<file path="src/rtl/uart_msg_arbiter_pkg.sv">
// Shared UART framing constants and arbiter state encodings.
// Combinational only; no latency or backpressure.
package uart_msg_arbiter_pkg;

    localparam logic START_BIT  = 1'b0;
    localparam logic STOP_BIT   = 1'b1;
    localparam logic IDLE_BIT   = 1'b1;
    localparam int   FRAME_BITS = 10;

    typedef enum logic [1:0] {
        IDLE = 2'd0,
        LOAD = 2'd1,
        SEND = 2'd2,
        GAP  = 2'd3
    } arb_state_t;

    // Counter width helper: never returns less than one bit.
    function automatic int clog2_min1(input int v);
        return (v <= 1) ? 1 : $clog2(v);
    endfunction

endpackage

</file>
<file path="src/rtl/uart_msg_arbiter_tx8n1.sv">
// 8N1 byte serializer: load starts a frame whose start bit appears the next cycle.
// 10*CLKS_PER_BIT cycles per frame; done marks the last stop-bit cycle, load then chains frames gap-free.
module uart_msg_arbiter_tx8n1
    import uart_msg_arbiter_pkg::*;
#(
    parameter int CLKS_PER_BIT = 1
) (
    input  logic       clk,
    input  logic       reset,
    input  logic       load,
    input  logic [7:0] data,
    output logic       uart_tx,
    output logic       done
);

    localparam int                BAUD_W    = clog2_min1(CLKS_PER_BIT);
    localparam logic [BAUD_W-1:0] BAUD_LAST = BAUD_W'(CLKS_PER_BIT - 1);
    localparam logic [3:0]        BIT_LAST  = 4'(FRAME_BITS - 1);

    logic              active_q, active_d;
    logic              tx_q, tx_d;
    logic [8:0]        shift_q, shift_d;
    logic [3:0]        bit_cnt_q, bit_cnt_d;
    logic [BAUD_W-1:0] baud_q, baud_d;
    logic              bit_end;

    assign bit_end = active_q && (baud_q == BAUD_LAST);
    assign done    = bit_end && (bit_cnt_q == BIT_LAST);
    assign uart_tx = tx_q;

    always_comb begin
        active_d  = active_q;
        tx_d      = tx_q;
        shift_d   = shift_q;
        bit_cnt_d = bit_cnt_q;
        baud_d    = baud_q;
        if (load) begin
            active_d  = 1'b1;
            tx_d      = START_BIT;
            shift_d   = {STOP_BIT, data};
            bit_cnt_d = '0;
            baud_d    = '0;
        end else if (bit_end) begin
            baud_d = '0;
            if (bit_cnt_q == BIT_LAST) begin
                active_d  = 1'b0;
                tx_d      = IDLE_BIT;
                bit_cnt_d = '0;
            end else begin
                // Data shifts out LSB first; the stop bit trails the byte in the shifter.
                bit_cnt_d = bit_cnt_q + 4'd1;
                tx_d      = shift_q[0];
                shift_d   = {IDLE_BIT, shift_q[8:1]};
            end
        end else if (active_q) begin
            baud_d = baud_q + BAUD_W'(1);
        end
    end

    always_ff @(posedge clk) begin
        if (reset) begin
            active_q  <= 1'b0;
            tx_q      <= IDLE_BIT;
            shift_q   <= '1;
            bit_cnt_q <= '0;
            baud_q    <= '0;
        end else begin
            active_q  <= active_d;
            tx_q      <= tx_d;
            shift_q   <= shift_d;
            bit_cnt_q <= bit_cnt_d;
            baud_q    <= baud_d;
        end
    end

endmodule

</file>
<file path="src/rtl/uart_msg_arbiter.sv">
// Round-robin, packet-granular sharing of one 8N1 TX line; grant one cycle after valid, start bit the next.
// Owner is stalled via req_ready until the serializer can take a byte; other requesters wait for the grant.
module uart_msg_arbiter
    import uart_msg_arbiter_pkg::*;
#(
    parameter int NUM_REQ      = 2,
    parameter int CLKS_PER_BIT = 1,
    parameter int GAP_BITS     = 11
) (
    input  logic                 clk,
    input  logic                 reset,
    input  logic [NUM_REQ-1:0]   req_valid,
    input  logic [8*NUM_REQ-1:0] req_data,
    input  logic [NUM_REQ-1:0]   req_last,
    output logic [NUM_REQ-1:0]   req_ready,
    output logic [NUM_REQ-1:0]   grant,
    output logic                 busy,
    output logic                 uart_tx
);

    localparam int               IDX_W    = clog2_min1(NUM_REQ);
    localparam int               GAP_CYC  = GAP_BITS * CLKS_PER_BIT;
    localparam int               GAP_W    = clog2_min1(GAP_CYC + 1);
    localparam logic [GAP_W-1:0] GAP_LAST = GAP_W'((GAP_CYC > 0) ? GAP_CYC - 1 : 0);

    arb_state_t         state_q, state_d;
    logic [NUM_REQ-1:0] grant_q, grant_d;
    logic [IDX_W-1:0]   gidx_q, gidx_d;
    logic [IDX_W-1:0]   rr_ptr_q, rr_ptr_d;
    logic               last_q, last_d;
    logic [GAP_W-1:0]   gap_cnt_q, gap_cnt_d;

    logic             g_valid, tx_load, tx_done, pick_found;
    logic [IDX_W-1:0] pick_idx;

    assign g_valid = req_valid[gidx_q];
    // Accept in LOAD, or on the stop bit's last cycle so packet bytes chain with no idle cycle.
    assign tx_load   = g_valid && ((state_q == LOAD) || ((state_q == SEND) && tx_done && !last_q));
    assign req_ready = grant_q & {NUM_REQ{tx_load}};
    assign grant     = grant_q;
    assign busy      = (state_q != IDLE);

    always_comb begin
        pick_found = 1'b0;
        pick_idx   = rr_ptr_q;
        for (int k = NUM_REQ - 1; k >= 0; k--) begin
            if (req_valid[(int'(rr_ptr_q) + k) % NUM_REQ]) begin
                pick_found = 1'b1;
                pick_idx   = IDX_W'((int'(rr_ptr_q) + k) % NUM_REQ);
            end
        end
    end

    always_comb begin
        state_d   = state_q;
        grant_d   = grant_q;
        gidx_d    = gidx_q;
        rr_ptr_d  = rr_ptr_q;
        last_d    = last_q;
        gap_cnt_d = gap_cnt_q;
        if (tx_load) last_d = req_last[gidx_q];
        case (state_q)
            IDLE: if (pick_found) begin
                gidx_d  = pick_idx;
                grant_d = NUM_REQ'(1) << pick_idx;
                state_d = LOAD;
            end
            LOAD: if (g_valid) state_d = SEND;
            SEND: if (tx_done) begin
                if (!last_q) begin
                    state_d = g_valid ? SEND : LOAD;
                end else begin
                    grant_d   = '0;
                    rr_ptr_d  = (gidx_q == IDX_W'(NUM_REQ - 1)) ? '0 : gidx_q + IDX_W'(1);
                    gap_cnt_d = '0;
                    state_d   = (GAP_CYC == 0) ? IDLE : GAP;
                end
            end
            GAP: if (gap_cnt_q == GAP_LAST) begin
                gap_cnt_d = '0;
                state_d   = IDLE;
            end else begin
                gap_cnt_d = gap_cnt_q + GAP_W'(1);
            end
            default: state_d = IDLE;
        endcase
    end

    always_ff @(posedge clk) begin
        if (reset) begin
            state_q   <= IDLE;
            grant_q   <= '0;
            gidx_q    <= '0;
            rr_ptr_q  <= '0;
            last_q    <= 1'b0;
            gap_cnt_q <= '0;
        end else begin
            state_q   <= state_d;
            grant_q   <= grant_d;
            gidx_q    <= gidx_d;
            rr_ptr_q  <= rr_ptr_d;
            last_q    <= last_d;
            gap_cnt_q <= gap_cnt_d;
        end
    end

    uart_msg_arbiter_tx8n1 #(
        .CLKS_PER_BIT(CLKS_PER_BIT)
    ) u_tx (
        .clk    (clk),
        .reset  (reset),
        .load   (tx_load),
        .data   (req_data[{gidx_q, 3'b000} +: 8]),
        .uart_tx(uart_tx),
        .done   (tx_done)
    );

endmodule

</file>
<file path="config.mk">
export PLATFORM = sky130hd
export DESIGN_NAME = uart_msg_arbiter
export DESIGN_NICKNAME = d
export VERILOG_FILES = /design/src/rtl/uart_msg_arbiter_pkg.sv /design/src/rtl/uart_msg_arbiter_tx8n1.sv /design/src/rtl/uart_msg_arbiter.sv
export SDC_FILE = /design/constraint.sdc
export NUM_CORES = 1
export LEC_CHECK = 0
export CAP_MARGIN = 30
export CELL_PAD_IN_SITES_DETAIL_PLACEMENT = 1
export CELL_PAD_IN_SITES_GLOBAL_PLACEMENT = 1
export CORE_MARGIN = 3
export CORE_UTILIZATION = 38
export CTS_BUF_LIST = sky130_fd_sc_hd__clkbuf_4 sky130_fd_sc_hd__clkbuf_8 sky130_fd_sc_hd__clkbuf_16
export CTS_CLUSTER_DIAMETER = 80
export DETAILED_ROUTE_END_ITERATION = 6
export GPL_TIMING_DRIVEN = 0
export PLACE_DENSITY = 0.86
export SLEW_MARGIN = 20
export SYNTH_ARGS = -nofsm -noshare
export SYNTH_HDL_FRONTEND = slang
export SYNTH_SLANG_ARGS = --single-unit
</file>
<file path="constraint.sdc">
create_clock -name clk -period 2 [get_ports clk]
set_clock_uncertainty 0.15 [all_clocks]
set_input_delay 0.2 -clock clk [delete_from_list [all_inputs] [get_ports clk]]
set_output_delay 0.2 -clock clk [all_outputs]
set_load 0.02 [all_outputs]
</file>
Word level (Yosys, flattened, before mapping) --
Cells that the tools add are included.
Storage, ports and cells: word-level logic and storage cells 96, output and inout port bits 6, flip-flop bits (word level) 26, bits of input ports 22
Operators by class: bitwise logic cells 3, equality and inequality tests 11, add/subtract/negate cells 5, multiplexer cells 39, reduce and logical (&&, ||, !) cells 22, shift-type cells 2, magnitude comparators 3
Operator list (number):
- $mux 8 | 3
- $mux 1 | 20
- $mux 2 | 9
- $mux 4 | 4
- $shiftx 16x5->8 | 1
- $ne 2x2->1 const B | 6
- $reduce_bool 2->1 | 5
- $add 4x1->4 const B | 2
- $eq 4x4->1 const B | 2
- $pmux 2 s4 | 1
- $pmux 4 s2 | 1
- $reduce_and 4->1 | 2
- $reduce_and 2->1 | 3
- $reduce_and 3->1 | 2
- $logic_and 1x1->1 | 5
- $eq 2x2->1 const B | 2
- $lt 1x2->1 const B | 2
- $pmux 2 s2 | 1
- $add 1x1->1 const B | 3
- $lt 2x3->1 const B | 1
- $reduce_or 3->1 | 1
- $and 2x2->2 | 1
- $eq 2x1->1 const B | 1
- $logic_not 2->1 | 1
- other kinds (6) | 6

Depth between registers and ports, before layout --
depth after elaboration 10, depth in mapped cells 7, gate-level depth less buffers 6

Cells and area by module --
Synthesis repeated with hierarchy kept, for this count alone.
Unflattened totals: cell total of the unflattened synthesis 170, area, all modules 1539.0 um^2
By module, submodules not included:
- uart_msg_arbiter | area an instance 805.8 um^2, times used 1, seq. area each 220.2 um^2, cells each 87
- uart_msg_arbiter_tx8n1 | area an instance 733.2 um^2, times used 1, seq. area each 300.3 um^2, cells each 83

Least setup slack after synthesis --
Ideal clock, no wire load.
path kind register to output, start point register u_tx.bit_cnt_q[2], end point output req_ready[0], path slack 252 ps, arrival time 1398 ps, buffers on the path 2, stages on the path, launching flop included 7, required time 1650 ps, cells stage by stage dfxtp_1 -> nand4bb_4 -> nor2_2 -> a41o_1 -> buf_6 -> buf_6 -> and2_1
Between the ends: longest elaborated chain between the ends 7
RTL lines:
- start, declared | RTL line uart_msg_arbiter_tx8n1.sv:23 | logic [3:0] bit_cnt_q, bit_cnt_d;
- start signal, assigned | RTL line uart_msg_arbiter_tx8n1.sv:71 | bit_cnt_q <= bit_cnt_d;
- $eq 4x4->1 | RTL line uart_msg_arbiter_tx8n1.sv:28 | assign done = bit_end && (bit_cnt_q == BIT_LAST);
- $logic_and 1x1->1 | RTL line uart_msg_arbiter_tx8n1.sv:28
- $logic_and 1x1->1 (2 in a row) | RTL line uart_msg_arbiter.sv:38 | assign tx_load = g_valid && ((state_q == LOAD) || ((state_q == SEND) && tx_done && !last_q));
- $logic_or 1x1->1 | RTL line uart_msg_arbiter.sv:38
- $logic_and 1x1->1 | RTL line uart_msg_arbiter.sv:38
- $and 2x2->2 | RTL line uart_msg_arbiter.sv:39 | assign req_ready = grant_q & {NUM_REQ{tx_load}};
- end, declared | RTL line uart_msg_arbiter.sv:15 | output logic [NUM_REQ-1:0] req_ready,
No other way between the ends.

Final worst setup path --
start point register gidx_q, end point output req_ready[0]
Between the ends: longest elaborated chain between the ends 4
RTL lines:
- start, declared | RTL line uart_msg_arbiter.sv:28 | logic [IDX_W-1:0] gidx_q, gidx_d;
- start signal, assigned | RTL line uart_msg_arbiter.sv:100 | gidx_q <= gidx_d;
- $mux 1 (implied by the code) (2 in a row) | RTL line uart_msg_arbiter.sv:36 | assign g_valid = req_valid[gidx_q];
- $logic_and 1x1->1 | RTL line uart_msg_arbiter.sv:38
- $and 2x2->2 | RTL line uart_msg_arbiter.sv:39
No other way between the ends. The select of a mux whose other input is x is not followed.

==> summary.md <==
| Metric | Value |
|---|---|
| Status | finished clean |
| Tot Pwr | 1.27 mW |
| CP startpoint kind | flop |
| Area share of the largest cell type after synthesis | 35.6% |
| Clk_lat worst skew | 0.28 ns |
| Total grt overflow | 0 |
| Fraction of layout cells with a size suffix above 1 | 22.6% |
| Drt total wl | 4340 µm |
| CTS max path bufs | 2 |
| Gp weighted congestion | 0.833 |
| Worst-Margin Slew | 0.539 ns |
| Slew margin rel. | 64.1% |
| GRT Overall Usage | 20.7% |
| Worst-path cell chain | mux2_4 > a41o_2 > and2_4 > buf_6 |
| Hold Path Class | input pin to flop |
| Total number of vias | 1,398 |
| # IOs | 28 |
| Hold Vio Cnt, Final | 0 |
| Crit path arrival time | 1.57 ns |
| Core ar. | 3520 µm² |
| CTS Root Cell | clkbuf_8 |
| Die W | 68.0 µm |
| RSZ-0062 raised after global routing | no |
| Starting density of the core | 41.5% |
| Hold Buf Count CTS | 0 |
| Final ANT Viol Nets | 0 |
| Ys Warns | 0 |
| P per Cell Area | 667 nW/µm² |
| Hpwl dp | 3170 µm |
| Syn Nets | 189 |
| Async SR Flop Fraction | 0% |
| CTS sink count | 26 |
| Crit share post-route | 96.1% |
| Initial antenna violation count | 0 |
| LEAKAGE | 0.678 nW |
| Flops & latches, synth | 26 |
| Fillers | 424 |
| Clock tree from TritonCTS | built |
| Final setup vio count | 0 |
| Max-slew violation count | 0 |
| DRT iter0 DRCs | 41 |
| Critical Setup Path Class | flop to output pin |
| Syn Area/Cell | 8.86 µm² |
| Max cap viols | 0 |
| Largest net degree at the start of global routing | 16 |
| Setup TNS | 0 ns |
| Core Rows | 21 |
| Most frequent cell after synthesis | dfxtp_1 |
| Pre-antenna DRT Iters | 4 |
| Clock Pin Slew Worst Setup and Hold Paths | 0.10 ns |
| Nets | 224 |
| TritonCTS buffer count | 3 |
| Via-to-Cell Ratio | 5.71 |
| Crit path required time | 1.65 ns |
| Sequential share of the synthesized area | 35.6% |
| CP Capture Type | output pin |
| Vias in the first global route | 1,512 |
| H-tree depth | 1 |
| CP max-delay cell | dfxtp_4 |
| IO Port Bufs | 26 |
| DR DRC count | 0 |
| Yosys cell types | 42 |
| Commonest cells post-synth | 26 x dfxtp_1, 17 x a21oi_1, 13 x nor2b_1, 11 x mux2i_1 |
| Post-synth EDFFs | 0 |
| Cells after synthesis | 165 |
| Top cell type by total area after synthesis | dfxtp_1 |
| Critical Path Max Stage Delay | 0.39 ns |
| Worst-path fanout max | 4 |
| Die area | 4630 µm² |
| Cell family with most CP delay | flip-flops |
| Main synth FF type | dfxtp_1 |
| Reg area | 528 µm² |
| Peak supply drop | 0.427 mV |
| First-pass GRT wire length | 7280 µm |
| Largest cells by area after synthesis | dfxtp_1 36%, mux2i_1 7.5%, a21oi_1 5.8% |
| Worst path buffer plus inverter count | 1 |
| Period minus WS final | 1.92 ns |
| Fmax | 0.520 GHz |
| Cell Area, Synth | 1460 µm² |
| Post-DR wirelength/cell | 17.7 µm |
| Area of the multi-input gates | 891 µm² |
| Synth-to-layout area growth | 29.7% |
| Diode count | 0 |
| Die H | 68.0 µm |
-- timing repair --
item / in CTS / in global routing
pin swaps: 2 / 3
endpoints found under the setup margin: 2 / 3
setup buffers: 4 / 2
resized for setup: 25 / 5
-- sequential cells by signal, summed over array words and instances, names as in the netlist --
name,flops
grant,2
u_tx.baud_q,1
rr_ptr_q,1
u_tx.active_q,1
gidx_q,1
u_tx.uart_tx,1
u_tx.bit_cnt_q,4
gap_cnt_q,4
last_q,1
u_tx.shift_q,8
state_q,2
-- power breakdown --
group          internal (mW)  switching (mW)
Combinational          0.155           0.167
Sequential             0.560          0.0329
Clock                  0.176           0.174
Total                  0.892           0.374
-- per-layer routing --
metal / part of all wire [%] / global-route usage [%] / vias to the layer above
li1: - / - / 669
met1: 44 / 25.4 / 691
met2: 52 / 37.1 / 30
met3: 2.9 / 2.46 / 8
met4: 1.7 / 6.95 / 0
met5: 0 / 0 / -
-- through the flow --
| step | utilization [%] | instances | hold WS (ns) | setup WS, ns | area, µm² |
|---|---|---|---|---|---|
| 6_report | 53.9 | 245 | 0.245 | 0.0780 | 1900 |
| 4_1_cts | 53.8 | 244 | 0.242 | -0.0164 | 1890 |
| 3_5_place_dp | 50.6 | 237 | 0.331 | -0.796 | 1780 |
| 2_1_floorplan | - | 165 | 0.221 | 0.252 | 1460 |
| 5_1_grt | 53.9 | 245 | 0.266 | 0.0112 | 1900 |
| 3_3_place_gp | 50.6 | 237 | 0.314 | -0.606 | 1780 |
-- layout make-up --
| cell class | count | area share, % |
|---|---|---|
| repair buffers | 32 | 16.1 |
| plain buffers | 11 | 2.57 |
| flip-flops and latches | 26 | 27.8 |
| clock buffers | 4 | 2.90 |
| multi-input cells | 123 | 47.0 |
| inverters | 3 | 0.594 |
| well taps | 46 | 3.03 |
-- cell usage in the layout (no fill, tap or decap), types with 8 or more instances in the layout --
cell type | synthesis | routed
a211oi_1 | 10 | 10
a21oi_1 | 17 | 17
a31o_2 | 8 | 8
clkdlybuf4s50_1 | 0 | 22
dfxtp_1 | 26 | 22
mux2i_1 | 11 | 10
nor2_1 | 10 | 8
nor2b_1 | 13 | 13
-- cell families after synthesis --
group                    count (synthesis)  share of synthesized area (%)
AO/OA/AOI/OAI                           53                           24.9
XOR/XNOR                                 2                           1.20
adder cells (fa/ha/maj)                  2                           1.71
buffers and inverters                   16                           5.65
flip-flops                              26                           35.6
multiplexers                            12                           8.55
AND/OR/NAND/NOR                         54                           22.4
-- final timing paths --
check	slack, ns	start	cells past startpoint	to
setup reg to reg	0.14	gap_cnt_q[0]	6	state_q[1]
hold / removal	0.25	reset	4	u_tx.shift_q[1]
hold reg to reg	0.35	gap_cnt_q[2]	1	gap_cnt_q[2]
setup / recovery	0.08	gidx_q	4	req_ready[0]
-- worst register-to-register path, cell delays in order, from the launching register on --
cell,delay [ns]
dfxtp_1,0.43
inv_1,0.07
ha_1,0.20
and3b_1,0.17
clkbuf_1,0.17
a31o_2,0.27
a311oi_1,0.29
No activity file was read; power rests on OpenSTA's default activity.
